`src/rtl/seq_det_pkg.sv`:
```
// Shared constants and helpers for the serial pattern detector.
package seq_det_pkg;

  localparam int PAT_W_MAX = 16;
  localparam int CNT_W_MAX = 16;

  localparam logic [3:0] PAT_0110 = 4'b0110;

  // Fill counter must hold the values 0..pat_w inclusive.
  function automatic int fill_w(input int pat_w);
    return $clog2(pat_w + 1);
  endfunction

endpackage

```
`src/rtl/seq_detector_if.sv`:
```
// Stream, pattern-control and result signals of the detector.
interface seq_detector_if #(
  parameter int PAT_W = 4,
  parameter int CNT_W = 8
);
  logic             din_valid;
  logic             din_bit;
  logic             pat_load;
  logic [PAT_W-1:0] pat_in;
  logic             overlap_en;
  logic             cnt_clr;
  logic             detect_out;
  logic [CNT_W-1:0] match_cnt;
  logic             cnt_sat;

  modport master (
    output din_valid, din_bit, pat_load, pat_in, overlap_en, cnt_clr,
    input  detect_out, match_cnt, cnt_sat
  );

  modport slave (
    input  din_valid, din_bit, pat_load, pat_in, overlap_en, cnt_clr,
    output detect_out, match_cnt, cnt_sat
  );
endinterface

```
`src/rtl/sat_counter.sv`:
```
// Saturating up-counter; a clear wins over a simultaneous increment.
module sat_counter #(
  parameter int W = 8
) (
  input  logic         clk,
  input  logic         rst_n,
  input  logic         clr,
  input  logic         inc,
  output logic [W-1:0] count,
  output logic         sat
);

  logic [W-1:0] count_q, count_d;
  logic         sat_q, sat_d;

  always_comb begin
    count_d = count_q;
    sat_d   = sat_q;
    if (clr) begin
      count_d = '0;
      sat_d   = 1'b0;
    end else if (inc && !sat_q) begin
      count_d = count_q + 1'b1;
      sat_d   = (count_d == '1);
    end
  end

  always_ff @(posedge clk or negedge rst_n) begin
    if (!rst_n) begin
      count_q <= '0;
      sat_q   <= 1'b0;
    end else begin
      count_q <= count_d;
      sat_q   <= sat_d;
    end
  end

  assign count = count_q;
  assign sat   = sat_q;

endmodule

```
`src/rtl/seq_detector.sv`:
```
// Serial bit-pattern detector with runtime pattern reload, overlap control
// and a saturating match counter.
module seq_detector
  import seq_det_pkg::*;
#(
  parameter int               PAT_W       = 4,
  parameter logic [PAT_W-1:0] DEFAULT_PAT = PAT_0110,
  parameter int               CNT_W       = 8
) (
  input  logic         clk,
  input  logic         rst_n,
  seq_detector_if.slave bus
);

  localparam int               FILL_W   = fill_w(PAT_W);
  localparam logic [FILL_W-1:0] FILL_MAX = FILL_W'(PAT_W);

  logic [PAT_W-1:0]  pat_q, pat_d;
  logic [PAT_W-1:0]  hist_q, hist_d;
  logic [PAT_W-1:0]  hist_shift;
  logic [FILL_W-1:0] fill_q, fill_d;
  logic              det_q, det_d;
  logic              match;
  logic [CNT_W-1:0]  cnt;
  logic              sat;

  assign hist_shift = {hist_q[PAT_W-2:0], bus.din_bit};

  always_comb begin
    pat_d  = pat_q;
    hist_d = hist_q;
    fill_d = fill_q;
    det_d  = 1'b0;
    match  = 1'b0;
    if (bus.pat_load) begin
      pat_d  = bus.pat_in;
      hist_d = '0;
      fill_d = '0;
    end else if (bus.din_valid) begin
      hist_d = hist_shift;
      if (fill_q != FILL_MAX) fill_d = fill_q + 1'b1;
      // fill_q >= PAT_W-1 means this bit completes a fully populated window
      if ((hist_shift == pat_q) && (fill_q >= FILL_MAX - 1'b1)) begin
        match = 1'b1;
        det_d = 1'b1;
        if (!bus.overlap_en) fill_d = '0;
      end
    end
  end

  always_ff @(posedge clk or negedge rst_n) begin
    if (!rst_n) begin
      pat_q  <= DEFAULT_PAT;
      hist_q <= '0;
      fill_q <= '0;
      det_q  <= 1'b0;
    end else begin
      pat_q  <= pat_d;
      hist_q <= hist_d;
      fill_q <= fill_d;
      det_q  <= det_d;
    end
  end

  sat_counter #(.W(CNT_W)) u_cnt (
    .clk   (clk),
    .rst_n (rst_n),
    .clr   (bus.cnt_clr),
    .inc   (match),
    .count (cnt),
    .sat   (sat)
  );

  assign bus.detect_out = det_q;
  assign bus.match_cnt  = cnt;
  assign bus.cnt_sat    = sat;

endmodule

```
`src/flat_wrapper.sv`:
```
// flat-port wrapper written by rule: the top's interface ports become plain ports
module seq_detector_flat import seq_det_pkg::*;
#(
  parameter int               PAT_W       = 4,
  parameter logic [PAT_W-1:0] DEFAULT_PAT = PAT_0110,
  parameter int               CNT_W       = 8
)
  (clk, rst_n, bus_din_valid, bus_din_bit, bus_pat_load, bus_pat_in, bus_overlap_en, bus_cnt_clr, bus_detect_out, bus_match_cnt, bus_cnt_sat);
  seq_detector_if #(.PAT_W(PAT_W), .CNT_W(CNT_W)) bus_i ();
  input  logic clk;
  input  logic rst_n;
  input wire logic [$bits(bus_i.din_valid)-1:0] bus_din_valid;
  input wire logic [$bits(bus_i.din_bit)-1:0] bus_din_bit;
  input wire logic [$bits(bus_i.pat_load)-1:0] bus_pat_load;
  input wire logic [$bits(bus_i.pat_in)-1:0] bus_pat_in;
  input wire logic [$bits(bus_i.overlap_en)-1:0] bus_overlap_en;
  input wire logic [$bits(bus_i.cnt_clr)-1:0] bus_cnt_clr;
  output wire logic [$bits(bus_i.detect_out)-1:0] bus_detect_out;
  output wire logic [$bits(bus_i.match_cnt)-1:0] bus_match_cnt;
  output wire logic [$bits(bus_i.cnt_sat)-1:0] bus_cnt_sat;
  assign bus_i.din_valid = bus_din_valid;
  assign bus_i.din_bit = bus_din_bit;
  assign bus_i.pat_load = bus_pat_load;
  assign bus_i.pat_in = bus_pat_in;
  assign bus_i.overlap_en = bus_overlap_en;
  assign bus_i.cnt_clr = bus_cnt_clr;
  assign bus_detect_out = bus_i.detect_out;
  assign bus_match_cnt = bus_i.match_cnt;
  assign bus_cnt_sat = bus_i.cnt_sat;
  seq_detector #(.PAT_W(PAT_W), .DEFAULT_PAT(DEFAULT_PAT), .CNT_W(CNT_W)) u_core (.clk(clk), .rst_n(rst_n), .bus(bus_i));
endmodule
```
`config.mk`:
```
export PLATFORM = sky130hd
export DESIGN_NAME = seq_detector_flat
export DESIGN_NICKNAME = d
export VERILOG_FILES = /design/src/rtl/seq_det_pkg.sv /design/src/rtl/seq_detector_if.sv /design/src/rtl/sat_counter.sv /design/src/rtl/seq_detector.sv /design/src/flat_wrapper.sv
export SDC_FILE = /design/constraint.sdc
export NUM_CORES = 1
export LEC_CHECK = 0
export CORE_MARGIN = 1
export CORE_UTILIZATION = 23
export CTS_CLUSTER_SIZE = 20
export DETAILED_ROUTE_END_ITERATION = 16
export PLACE_DENSITY = 0.41
export RECOVER_POWER = 100
export SLEW_MARGIN = 20
export SYNTH_ARGS = -nofsm -noshare
export SYNTH_HDL_FRONTEND = slang
export SYNTH_HIERARCHICAL = 1
export SYNTH_SLANG_ARGS = --single-unit
```
`constraint.sdc`:
```
create_clock -name clk -period 3.7 [get_ports clk]
set_input_delay 0.74 -clock clk [delete_from_list [all_inputs] [get_ports clk]]
set_output_delay 0.74 -clock clk [all_outputs]
set_load 0.005 [all_outputs]
```
==> reports/metrics.yaml <==
status: "finished, final reports clean"
fp.dieH_um: 72.9
dp_slack_ns: 0.793
powerDensity_mw_per_mm2: 321
setup_tns_ns: 0
antenna_found_initial: 0
h-tree-depth: 1
clockBufferDepth: 2
root_buffer: "clkbuf_8"
period_minus_slack_ns: 2.64
grt-ovfl-total: 0
worst_path_most_repeated_cell: "xor2_1"
ys_seq_elements: 20
slowest_stage: "clkdlybuf4s50_1"
yosysSeqAreaShare: 0.435
crit_arrival_ns: 2.77
dp.cells: 194
total_power_mw: 0.474
slew_headroom: 0.380
clkTransAtPathRegs_ns: 0.08
place_area_mm2: 0.00143
cp_max_fo: 7
rsz0062_at_grt: "false"
clock_latency_ns: 0.26
cts_buffers: 3
synth_area_per_cell_um2: 10.5
synth_async_sr_flop_share: 1.00
globalplace.congestion: 0.719
core_mm2: 0.00479
synth_enable_flop_cells: 0
start_kind: "primary input"
drv_cap: 0
min_period_over_period: 0.713
die-area_mm2: 0.00532
crit_required_ns: 3.84
filler_cell_count: 492
hold_viol: 0
via_count: 865
nets: 148
synth_ff_type: "dfrtp_1"
timing.final.ws_setup_ns: 1.06
p_leak_nw: 0.641
worstMarginPinSlew_ns: 0.927
switchingPower_mw: 0.117
syn_inst: 110
drtAntennaViolNets: 0
swShare: 0.246
ctsHoldBuffers: 0
yosysWarnings: 6
avgRoutedWirePerCell_um: 12.2
end_kind: "flip-flop"
report.final.slew_viol_count: 0
area_growth_pct: 27.6
clock-skew-final_ns: 0.00494
fmax_mhz: 379
syn_area_mm2: 0.00116
drtIter0Drc: 35
r2r_setup_slack_ns: 1.47
drive_gt1_frac: 0.122
drc: 0
peakVddDrop_uv: 156
post_cts_resized: 0
rows: 25
grt_util_all_layers: 0.108
seqPwrFrac: 0.508
path_cells: "clkdlybuf4s50_1, xor2_1, nor3_2, and4b_1, nor2b_1, nand4_1, xor2_1, nor2_1"
grt_pass1_wl_um: 4260
cts_tree: "done"
power_frac_comb: 0.136
final_core_util: 0.308
critical-path-max-stage-delay_ns: 0.44
routed_via_density: 4.37
critPathKind: "in -> reg"
cts_setup_buffers: 0
clock-sinks: 20
grt_pass1_vias: 904
firstDrtPassIters: 4
synth.net_count: 126
num_io_pins: 21
p_int_mw: 0.358
power.share.clock: 0.356
final_cell_count_no_fill: 198
finalSetupViolCount: 0
design_area_mm2: 0.00148
port_buffers: 20
drt_wl_total_um: 2420
grt_max_degree: 21
die_w_um: 72.9
holdWs_ns: 0.539
dpl.hpwl_um: 1720
hp-class: "reg -> reg"
synth_cell_types: 37
n_antenna_cell: 0
floorplan.initialDensity: 0.242
-- cell type report --
type                            count  area, um2  area share
Sequential cell                    20        503       0.341
Multi-Input combinational cell     81        612       0.414
Timing Repair Buffer               21        204       0.138
Clock buffer                        4       55.1      0.0373
Tap cell                           67       83.8      0.0568
Inverter                            5       18.8      0.0127
-- power groups by stage --
stage          registers (mW)  clock network, mW  logic, mW
6_report                0.241              0.169     0.0644
5_1_grt                 0.243              0.184     0.0728
4_1_cts                 0.241              0.172     0.0672
3_5_place_dp            0.246                  0     0.0667
3_3_place_gp            0.246                  0     0.0662
2_1_floorplan           0.243                  0     0.0437
-- cells in the final DEF (no fill, tap or decap), types with 2 or more instances in the layout --
cell / n
nand4_1: 4
dlygate4sd3_1: 13
nand2b_1: 3
inv_1: 5
nor3_1: 3
xnor2_1: 3
nor2_1: 12
dfstp_2: 2
mux2_2: 4
ha_1: 5
clkbuf_8: 4
nand2_1: 8
mux2i_1: 4
clkdlybuf4s50_1: 7
a21oi_1: 3
dfrtp_1: 18
xor2_1: 10
a211oi_1: 2
nor2b_1: 3
-- registers in the layout, indices dropped and copies added, names as in the netlist --
register,count
u_core/pat_q,4
u_core/fill_q,3
u_core/hist_q,3
u_core/u_cnt/count,8
u_core/u_cnt/sat,1
u_core/bus.detect_out,1
-- critical path: cells and delay by family --
| kind | cells | cell delay (ns) |
|---|---|---|
| AND/OR/NAND/NOR | 5 | 1.26 |
| buffers and inverters | 1 | 0.44 |
| XOR/XNOR | 2 | 0.33 |
-- final timing paths --
check | startpoint | end | depth (start not counted)
setup / recovery | bus_din_bit | u_core/u_cnt/count[6]$_DFFE_PN0P_ | 8
setup reg to reg | u_core/fill_q[0]$_DFFE_PN0P_ | u_core/u_cnt/count[6]$_DFFE_PN0P_ | 9
max in group asynchronous | rst_n | u_core/u_cnt/sat$_DFFE_PN0P_ | 1
hold / removal | u_core/pat_q[3]$_DFFE_PN0P_ | u_core/pat_q[3]$_DFFE_PN0P_ | 1
hold reg to reg | u_core/pat_q[3]$_DFFE_PN0P_ | u_core/pat_q[3]$_DFFE_PN0P_ | 1
min in group asynchronous | rst_n | u_core/pat_q[3]$_DFFE_PN0P_ | 1
-- synthesized netlist by cell type (2+ instances only) --
cell,n,share of area
nor3_1,3,0.013
nand2_1,8,0.026
dfrtp_1,18,0.39
inv_1,5,0.016
a21oi_1,3,0.013
mux2_2,4,0.039
xor2_1,10,0.076
xnor2_1,3,0.023
mux2i_1,4,0.035
nand4_1,4,0.022
dfstp_2,2,0.045
a211oi_1,2,0.013
ha_1,5,0.054
nor2b_1,3,0.016
nand2b_1,3,0.016
nor2_1,12,0.039
-- metal layers --
metal / up-vias / global-route usage / share of wire / wire length [um]
li1: 425 / - / - / -
met1: 417 / 0.143 / 0.49 / 1180
met2: 19 / 0.164 / 0.44 / 1070
met3: 4 / 0.0180 / 0.044 / 106
met4: 0 / 0.0654 / 0.026 / 62
met5: - / 0 / 0 / 0
-- logic make-up after synthesis --
logic type	Yosys count	share of synthesized area
multiplexers	8	0.0735
AND/OR/NAND/NOR	41	0.196
XOR/XNOR	13	0.0984
AO/OA/AOI/OAI	14	0.107
buffers and inverters	9	0.0367
adder cells (fa/ha/maj)	5	0.0541
flip-flops	20	0.435
(Power assumes the default switching activity.)
